### config.mk
export PLATFORM = sky130hd
export DESIGN_NAME = core_alu_seq
export DESIGN_NICKNAME = d
export VERILOG_FILES = /design/src/rtl/core_alu_seq.sv
export SDC_FILE = /design/constraint.sdc
export NUM_CORES = 1
export LEC_CHECK = 0
export ABC_AREA = 1
export CAP_MARGIN = 10
export CORE_MARGIN = 1
export CORE_UTILIZATION = 55
export CTS_CLUSTER_DIAMETER = 200
export DETAILED_ROUTE_END_ITERATION = 8
export PLACE_DENSITY_LB_ADDON = 0.3
export SLEW_MARGIN = 25
export SYNTH_ARGS = -nofsm -noshare
export SYNTH_HDL_FRONTEND = slang
export SYNTH_SLANG_ARGS = --single-unit
export TNS_END_PERCENT = 5
### constraint.sdc
create_clock -name clk -period 1.4 [get_ports clk]
set_input_delay 0.28 -clock clk [delete_from_list [all_inputs] [get_ports clk]]
set_output_delay 0.28 -clock clk [all_outputs]
set_load 0.1 [all_outputs]
### src/rtl/core_alu_seq.sv
// core_alu_seq: sequential RV-style integer ALU with an optional iterative
// multiply/divide unit.
//
// Configuration macro: CORE_ALU_SEQ_MULDIV_EN
//   defined   -> ops 10-17 (MUL..REMU) are implemented. They run through CALC
//                for XLEN cycles, one bit per cycle.
//   undefined -> no multiplier/divider is built. Ops 10-17 report illegal in
//                one cycle, and CALC is never entered.
//
// Handshake (valid/ready, both directions):
//   request : accepted on a rising edge where i_valid=1 and o_ready=1. All
//             request inputs are sampled on that edge only.
//   response: o_valid stays high until the edge where i_ready=1. o_result and
//             o_illegal hold steady while o_valid=1 and i_ready=0.
//
// dbg_state exposes the FSM encoding (IDLE=0, CALC=1, DONE=2).
module core_alu_seq #(
  parameter int XLEN = 32
) (
  input  logic            clk,
  input  logic            rst_n,
  input  logic            i_valid,
  output logic            o_ready,
  input  logic [4:0]      i_op,
  input  logic [XLEN-1:0] i_rs1,
  input  logic [XLEN-1:0] i_rs2,
  input  logic [XLEN-1:0] i_imm,
  input  logic            i_use_imm,
  output logic            o_valid,
  input  logic            i_ready,
  output logic [XLEN-1:0] o_result,
  output logic            o_illegal,
  output logic [1:0]      dbg_state
);

  localparam int SHW = $clog2(XLEN);

  localparam logic [4:0] OP_ADD    = 5'd0;
  localparam logic [4:0] OP_SUB    = 5'd1;
  localparam logic [4:0] OP_SLL    = 5'd2;
  localparam logic [4:0] OP_SLT    = 5'd3;
  localparam logic [4:0] OP_SLTU   = 5'd4;
  localparam logic [4:0] OP_XOR    = 5'd5;
  localparam logic [4:0] OP_SRL    = 5'd6;
  localparam logic [4:0] OP_SRA    = 5'd7;
  localparam logic [4:0] OP_OR     = 5'd8;
  localparam logic [4:0] OP_AND    = 5'd9;
`ifdef CORE_ALU_SEQ_MULDIV_EN
  localparam logic [4:0] OP_MUL    = 5'd10;
  localparam logic [4:0] OP_MULH   = 5'd11;
  localparam logic [4:0] OP_MULHSU = 5'd12;
  localparam logic [4:0] OP_MULHU  = 5'd13;
  localparam logic [4:0] OP_DIV    = 5'd14;
  localparam logic [4:0] OP_DIVU   = 5'd15;
  localparam logic [4:0] OP_REM    = 5'd16;
  localparam logic [4:0] OP_REMU   = 5'd17;
  localparam logic [XLEN-1:0] MIN_NEG = {1'b1, {(XLEN-1){1'b0}}};
`endif

  typedef enum logic [1:0] {
    IDLE = 2'd0,
    CALC = 2'd1,
    DONE = 2'd2
  } state_t;

  state_t          state;
  logic [XLEN-1:0] result_q;
  logic            illegal_q;

  logic [XLEN-1:0] opnd_b;
  logic [SHW-1:0]  shamt;
  logic [XLEN-1:0] fast_res;
  logic            fast_ill;
  logic            go_calc;

  assign opnd_b    = i_use_imm ? i_imm : i_rs2;
  assign shamt     = opnd_b[SHW-1:0];
  assign o_ready   = (state == IDLE);
  assign o_valid   = (state == DONE);
  assign o_result  = result_q;
  assign o_illegal = illegal_q;
  assign dbg_state = state;

`ifdef CORE_ALU_SEQ_MULDIV_EN
  // Iteration state: acc_hi/acc_lo hold the partial product, or the partial
  // remainder and the quotient. mcand holds the multiplicand or the divisor.
  logic [SHW-1:0]  cnt;
  logic [XLEN-1:0] acc_hi;
  logic [XLEN-1:0] acc_lo;
  logic [XLEN-1:0] mcand;
  logic [4:0]      op_q;
  logic            neg_q;
  logic            neg_r;

  logic            div_zero;
  logic            div_ovf;
  logic            signed_a;
  logic            signed_b;
  logic            a_neg;
  logic            b_neg;
  logic [XLEN-1:0] abs_a;
  logic [XLEN-1:0] abs_b;

  logic            is_div_q;
  logic [XLEN:0]   shifted;
  logic            ge;
  logic [XLEN-1:0] diff;
  logic [XLEN:0]   sum;
  logic [XLEN-1:0] step_hi;
  logic [XLEN-1:0] step_lo;
  logic [2*XLEN-1:0] prod_fix;
  logic [XLEN-1:0] quo_fix;
  logic [XLEN-1:0] rem_fix;
  logic [XLEN-1:0] md_res;

  assign div_zero = (opnd_b == '0);
  assign div_ovf  = (i_rs1 == MIN_NEG) && (opnd_b == '1);
  // MUL uses unsigned magnitudes; its low half is the same either way.
  assign signed_a = (i_op == OP_MULH) || (i_op == OP_MULHSU) ||
                    (i_op == OP_DIV)  || (i_op == OP_REM);
  assign signed_b = (i_op == OP_MULH) || (i_op == OP_DIV) || (i_op == OP_REM);
  assign a_neg    = signed_a && i_rs1[XLEN-1];
  assign b_neg    = signed_b && opnd_b[XLEN-1];
  assign abs_a    = a_neg ? (-i_rs1)  : i_rs1;
  assign abs_b    = b_neg ? (-opnd_b) : opnd_b;
  assign is_div_q = (op_q >= OP_DIV);

  // One iteration step: restoring divide or shift-add multiply.
  always_comb begin
    shifted = {acc_hi, acc_lo[XLEN-1]};
    ge      = (shifted >= {1'b0, mcand});
    diff    = shifted[XLEN-1:0] - mcand;
    sum     = {1'b0, acc_hi} + (acc_lo[0] ? {1'b0, mcand} : {(XLEN+1){1'b0}});
    if (is_div_q) begin
      step_hi = ge ? diff : shifted[XLEN-1:0];
      step_lo = {acc_lo[XLEN-2:0], ge};
    end else begin
      step_hi = sum[XLEN:1];
      step_lo = {sum[0], acc_lo[XLEN-1:1]};
    end
  end

  // Sign correction and result selection, applied to the final step's output.
  always_comb begin
    prod_fix = neg_q ? (-{step_hi, step_lo}) : {step_hi, step_lo};
    quo_fix  = neg_q ? (-step_lo) : step_lo;
    rem_fix  = neg_r ? (-step_hi) : step_hi;
    md_res   = '0;
    case (op_q)
      OP_MUL:                       md_res = prod_fix[XLEN-1:0];
      OP_MULH, OP_MULHSU, OP_MULHU: md_res = prod_fix[2*XLEN-1:XLEN];
      OP_DIV, OP_DIVU:              md_res = quo_fix;
      OP_REM, OP_REMU:              md_res = rem_fix;
      default:                      md_res = '0;
    endcase
  end
`endif

  // Single-cycle results, division special cases and the CALC decision.
  always_comb begin
    fast_res = '0;
    fast_ill = 1'b0;
    go_calc  = 1'b0;
    case (i_op)
      OP_ADD:  fast_res = i_rs1 + opnd_b;
      OP_SUB:  fast_res = i_rs1 - opnd_b;
      OP_SLL:  fast_res = i_rs1 << shamt;
      OP_SLT:  fast_res = {{(XLEN-1){1'b0}}, ($signed(i_rs1) < $signed(opnd_b))};
      OP_SLTU: fast_res = {{(XLEN-1){1'b0}}, (i_rs1 < opnd_b)};
      OP_XOR:  fast_res = i_rs1 ^ opnd_b;
      OP_SRL:  fast_res = i_rs1 >> shamt;
      OP_SRA:  fast_res = $unsigned($signed(i_rs1) >>> shamt);
      OP_OR:   fast_res = i_rs1 | opnd_b;
      OP_AND:  fast_res = i_rs1 & opnd_b;
`ifdef CORE_ALU_SEQ_MULDIV_EN
      OP_MUL, OP_MULH, OP_MULHSU, OP_MULHU: go_calc = 1'b1;
      OP_DIV, OP_DIVU: begin
        if (div_zero)                      fast_res = '1;
        else if (i_op == OP_DIV && div_ovf) fast_res = i_rs1;
        else                               go_calc  = 1'b1;
      end
      OP_REM, OP_REMU: begin
        if (div_zero)                      fast_res = i_rs1;
        else if (i_op == OP_REM && div_ovf) fast_res = '0;
        else                               go_calc  = 1'b1;
      end
`endif
      default: fast_ill = 1'b1;
    endcase
  end

  // Control FSM with registered result and illegal flag.
  always_ff @(posedge clk or negedge rst_n) begin
    if (!rst_n) begin
      state     <= IDLE;
      result_q  <= '0;
      illegal_q <= 1'b0;
`ifdef CORE_ALU_SEQ_MULDIV_EN
      cnt       <= '0;
      acc_hi    <= '0;
      acc_lo    <= '0;
      mcand     <= '0;
      op_q      <= '0;
      neg_q     <= 1'b0;
      neg_r     <= 1'b0;
`endif
    end else begin
      case (state)
        IDLE: begin
          if (i_valid) begin
            if (go_calc) begin
              state <= CALC;
`ifdef CORE_ALU_SEQ_MULDIV_EN
              cnt    <= '0;
              acc_hi <= '0;
              acc_lo <= abs_a;
              mcand  <= abs_b;
              op_q   <= i_op;
              neg_q  <= a_neg ^ b_neg;
              neg_r  <= a_neg;
`endif
            end else begin
              state     <= DONE;
              result_q  <= fast_res;
              illegal_q <= fast_ill;
            end
          end
        end
`ifdef CORE_ALU_SEQ_MULDIV_EN
        CALC: begin
          acc_hi <= step_hi;
          acc_lo <= step_lo;
          if (cnt == SHW'(XLEN-1)) begin
            cnt       <= '0;
            result_q  <= md_res;
            illegal_q <= 1'b0;
            state     <= DONE;
          end else begin
            cnt <= cnt + 1'b1;
          end
        end
`endif
        DONE: begin
          if (i_ready) state <= IDLE;
        end
        default: state <= IDLE;
      endcase
    end
  end

endmodule

==> results of run 1 <==
==> layer usage <==
layer / GRT overflow / global-route usage
met1: 5 / 0.792
met2: 172 / 0.948
met3: 7 / 0.679
met4: 116 / 0.815
met5: 1 / 0.311
==> cells in the mapped netlist (2+ instances only) <==
| cell type | number |
|---|---|
| nor2_4 | 5 |
| o211ai_1 | 7 |
| nand2_1 | 794 |
| o22ai_1 | 21 |
| buf_6 | 12 |
| a21oi_1 | 89 |
| nand3_1 | 497 |
| nand4_1 | 32 |
| buf_2 | 59 |
| inv_1 | 308 |
| buf_4 | 11 |
| nand3b_1 | 3 |
| clkbuf_2 | 3 |
| nor3b_1 | 2 |
| clkinv_1 | 4 |
| or2_2 | 28 |
| ha_1 | 99 |
| nand3_2 | 18 |
| o21ai_1 | 10 |
| o21ai_2 | 2 |
| or2_1 | 2 |
| nor3_1 | 13 |
| o21ai_0 | 78 |
| a221oi_1 | 3 |
| nand2_2 | 10 |
| dfrtp_1 | 34 |
| nor4_1 | 2 |
| fa_1 | 2 |
| clkbuf_1 | 20 |
| inv_4 | 2 |
| o21bai_1 | 9 |
| nor3_2 | 3 |
| nand2_4 | 5 |
| nor2_1 | 178 |
| o2111ai_1 | 2 |
| o221ai_1 | 5 |
| buf_1 | 3 |
| inv_2 | 7 |
==> cell families after synthesis <==
family	after synthesis
other cells	1
buf+inv	431
flops	34
xor+xnor	1
fa+ha+maj	101
compound gates	231
simple gates	1596
==> metrics by stage <==
stage / TNS (ns) / cell area [sq um] / worst slack, ns
CTS: -31.32 / 19400 / -1.03
detailed placement: -52.08 / 17500 / -1.87
global placement: -49.21 / 17500 / -1.92
floorplan: -33.46 / 12900 / -1.06
==> timing repair <==
item / 4_1_cts
setup endpoints to repair: 33
setup buffers: 46
pin swaps: 103
resized for setup: 369
gates cloned: 2
==> run summary, run 1 <==
Status = did not finish
Failed at = 5_1_grt
Stop Error = [ERROR GRT-0116] Global routing finished with congestion. Check the congestion regions in the DRC Viewer.
Count of unique library cells instantiated by Yosys = 51
CTS max path bufs = 2
Post-synthesis simple-gate area fraction = 0.572
Vias in the first global route = 24000
Async SR Flop Fraction = 1.00
Post-DP HPWL = 49200 um
Gr usage total = 0.800
CTS H-tree depth = 2
Yosys top cell area share = 0.241
Warnings from Yosys = 0
# rows = 54
Synth Area in Compound Gates = 0.104
Top_reg_cell synth = dfrtp_1
First-pass GRT wire length = 145000 um
Grt ovf = 301
Largest net degree at the start of global routing = 64
Final GP Congestion = 1.27
Yosys reg bits = 34
Syn_nets = 2602
Die H = 152 um
Mapped Area = 12300 sq um
# clock sinks = 34
Post-synth EDFFs = 0
Die Wd = 152 um
IO buf count = 141
Adder-cell share of the synthesized area = 0.104
Post-synthesis cell count = 2395
Num CTS Buffers = 5
Area leader, netlist = nand2_1
Post-Synth XOR/XNOR Area = 0.000710
Synth top area cells = nand2_1 (24%), nand3_1 (20%), ha_1 (10%), inv_1 (9.4%), dfrtp_1 (6.9%)
Register area share after synthesis = 0.0689
Mux cell area share after synthesis = 0
Root Buffer = clkbuf_16
Initial core utilization = 0.564
Placed cell count = 3126
Syn Area/Cell = 5.15 sq um
I/O Pins = 143
Hold-fix buffers, CTS = 0
Main combinational cell family by area after synthesis = simple AND/OR/NAND/NOR gates
==> run 2, diff against run 1 <==
--- a/config.mk
+++ b/config.mk
@@ -8,10 +8,9 @@
 export ABC_AREA = 1
 export CAP_MARGIN = 10
 export CORE_MARGIN = 1
-export CORE_UTILIZATION = 55
-export CTS_CLUSTER_DIAMETER = 200
+export CORE_UTILIZATION = 40
 export DETAILED_ROUTE_END_ITERATION = 8
-export PLACE_DENSITY_LB_ADDON = 0.3
+export PLACE_DENSITY_LB_ADDON = 0.15
 export SLEW_MARGIN = 25
 export SYNTH_ARGS = -nofsm -noshare
 export SYNTH_HDL_FRONTEND = slang
==> run 2 against run 1 <==
The flow now finishes, with violations (DRC, setup timing); area after synthesis unchanged; synthesized cell count unchanged.
==> run summary, run 2 <==
Post-DP HPWL = 60900 um
Worst hold-check path type = in -> async
Most common cell in the netlist = nand2_1
Largest net degree at the start of global routing = 67
Critical path data arrival time = 2.99 ns
Std-Cell Core Area = 30000 sq um
Count of unique library cells instantiated by Yosys = 51
Syn-to-layout area delta = 75.4%
Wire length per cell = 24.1 um
Unrepaired setup endpoints after global routing = true
DRT antenna net count = 0
Finished layout cell area = 21600 sq um
Yosys top cell area share = 0.241
Filler-free cell count of the finished design = 3463
Max frequency = 365 MHz
Worst r2r src = dbg_state[1]
Mapped Area = 12300 sq um
Layout Skew = 0.0110 ns
# diodes = 0
CTS max path bufs = 2
Initial antenna violation count = 2
Critical path capture point type = flop
Max VDD drop = 465 uV
Final setup viols = 33
Commonest non-fill, non-tap cells in the layout = nand2_1 (677), buf_4 (545), nand3_1 (466)
Die ar. = 31600 sq um
Hold-fix buffers, CTS = 0
Synth top area cells = nand2_1 (24%), nand3_1 (20%), ha_1 (10%), inv_1 (9.4%), dfrtp_1 (6.9%)
Async SR Flop Fraction = 1.00
Area leader, netlist = nand2_1
Syn Area/Cell = 5.15 sq um
Violated checks = DRC, setup timing
Layout fillers = 2369
Detailed Route Iter0 Violations = 3021
FF-to-FF path depth = 5
Critical Path End = o_result[6]
Max-slew headroom = 0.467
Syn_nets = 2602
Warnings from Yosys = 0
Placed cell count = 3355
First-pass GRT wire length = 119000 um
Final GP Congestion = 1.11
Routed WL = 83600 um
Reg2reg setup slack = 0 ns
Max reg flops = 32
Die Wd = 178 um
DR vias = 20700
CTS tree = built
CTS clk-pin slew, worst paths = 0.07 ns
# rows = 63
Top post-synthesis cells by count = nand2_1 (794), nand3_1 (497), inv_1 (308), nor2_1 (178), ha_1 (99)
Num CTS Buffers = 5
Worst r2r dst = o_result[18]
# clock sinks = 34
DR pass1 iterations = 9
Status = finished, violations left
Yosys reg bits = 34
Vias in the first global route = 19600
Critical Path Start = i_use_imm
Fin nets = 3279
Hold Violations, Final = 0
Die H = 178 um
Crit Path Max Fanout = 5
Clk_lat worst skew = 0.31 ns
Grt ovf = 0
Max_cap viols = 0
Critical path class = in -> reg
IO buf count = 141
Post-synth EDFFs = 0
CTS H-tree depth = 2
Crit path time final = 2.74 ns
Share of layout cells above drive strength 1 = 0.383
Top_reg_cell synth = dfrtp_1
PwrDens = 667 nW/um^2
Max-slew violation count = 0
Gr usage total = 0.512
CP required = 1.65 ns
Vias per inst = 5.99
Residual DRC = 2
I/O Pins = 143
Final worst slack = -1.34 ns
Most common cell after layout, fill and taps aside = nand2_1
Register area share after synthesis = 0.0689
Area after DPL = 18500 sq um
Slew @ Worst Pin = 0.796 ns
Leak pwr = 11.4 nW
Final worst-path cycle share = 1.96
Post-synthesis cell count = 2395
Initial core utilization = 0.411
Crit start category = input port
Root Buffer = clkbuf_16
## run 2: cell counts after synthesis
No cell type changed its count.
## run 2: worst min-delay path by stage
| stage | slack (ns) | depth (start not counted) | end |
|---|---|---|---|
| after global placement | 0.52 | 2 | o_result[16] |
| after floorplan | -0.02 | 0 | dbg_state[1] |
| after detailed placement | 0.53 | 2 | o_result[24] |
| after global routing | 0.39 | 2 | dbg_state[1] |
| final | 0.36 | 2 | o_result[4] |
| after CTS | 0.38 | 2 | o_result[4] |
## run 2: final cells by class
type / count / area, sq um / share of cell area
clock buffers: 6 / 139 / 0.00642
clock inverters: 2 / 12.5 / 0.000578
inverters: 321 / 1240 / 0.0574
multi-input cells: 1930 / 11700 / 0.543
flip-flops and latches: 34 / 855 / 0.0395
well taps: 390 / 488 / 0.0225
repair buffers: 779 / 7140 / 0.330
repair inverters: 1 / 20.0 / 0.000925
## run 2: logic make-up (layout without fill, tap and decap cells)
family | count (synthesis) | count (layout) | synth area share
other cells | 1 | 1 | 0.000304
flops | 34 | 34 | 0.0689
simple gates | 1596 | 1596 | 0.572
buf+inv | 431 | 1109 | 0.151
xor+xnor | 1 | 1 | 0.000710
compound gates | 231 | 231 | 0.104
fa+ha+maj | 101 | 101 | 0.104
## run 2: timing repair
| item | CTS | global route |
|---|---|---|
| buffers inserted | 79 | 19 |
| cloned | 2 | 1 |
| setup endpoints to repair | 34 | 34 |
| resized for setup | 526 | 70 |
| pin swaps | 211 | 60 |
## run 2: routing by layer
metal,GRT usage,share of wire,up-vias
li1,-,-,9108
met1,0.630,0.36,9344
met2,0.746,0.39,1797
met3,0.150,0.14,483
met4,0.394,0.10,2
met5,0,0.00016,-
## run 2: per-stage QoR
| stage | worst slack [ns] | TNS, ns | hold slack, ns | util | total power, mW |
|---|---|---|---|---|---|
| floorplan | -1.06 | -33.46 | -0.0156 | - | 6.38 |
| global placement | -2.05 | -54.80 | 0.524 | 0.617 | 10.7 |
| detailed placement | -2.03 | -56.25 | 0.528 | 0.617 | 10.8 |
| CTS | -1.02 | -31.16 | 0.375 | 0.706 | 13.5 |
| global route | -1.39 | -39.54 | 0.395 | 0.721 | 14.9 |
| finish | -1.34 | -36.66 | 0.365 | 0.721 | 14.4 |
## run 2: power by group
part | internal [mW] | switching [mW] | total (mW)
Clock | 0.711 | 0.633 | 1.34
Sequential | 1.12 | 0.240 | 1.36
Combinational | 4.74 | 6.99 | 11.7
Total | 6.58 | 7.86 | 14.4
## run 2: worst max-delay path: stages
cell and delay (ns):
buf_16 0.16, buf_16 0.18, buf_8 0.12, nand2_8 0.06
nand2_8 0.13, ha_4 0.17, inv_4 0.04, fa_2 0.37
inv_2 0.09, nand2_1 0.08, nand3_2 0.11, buf_6 0.12
a21oi_1 0.06, o211ai_1 0.64, nor2_1 0.08, nand2_1 0.12
nand2_1 0.07, nand2_1 0.08
Note: power is estimated with default switching activity, not from simulation.
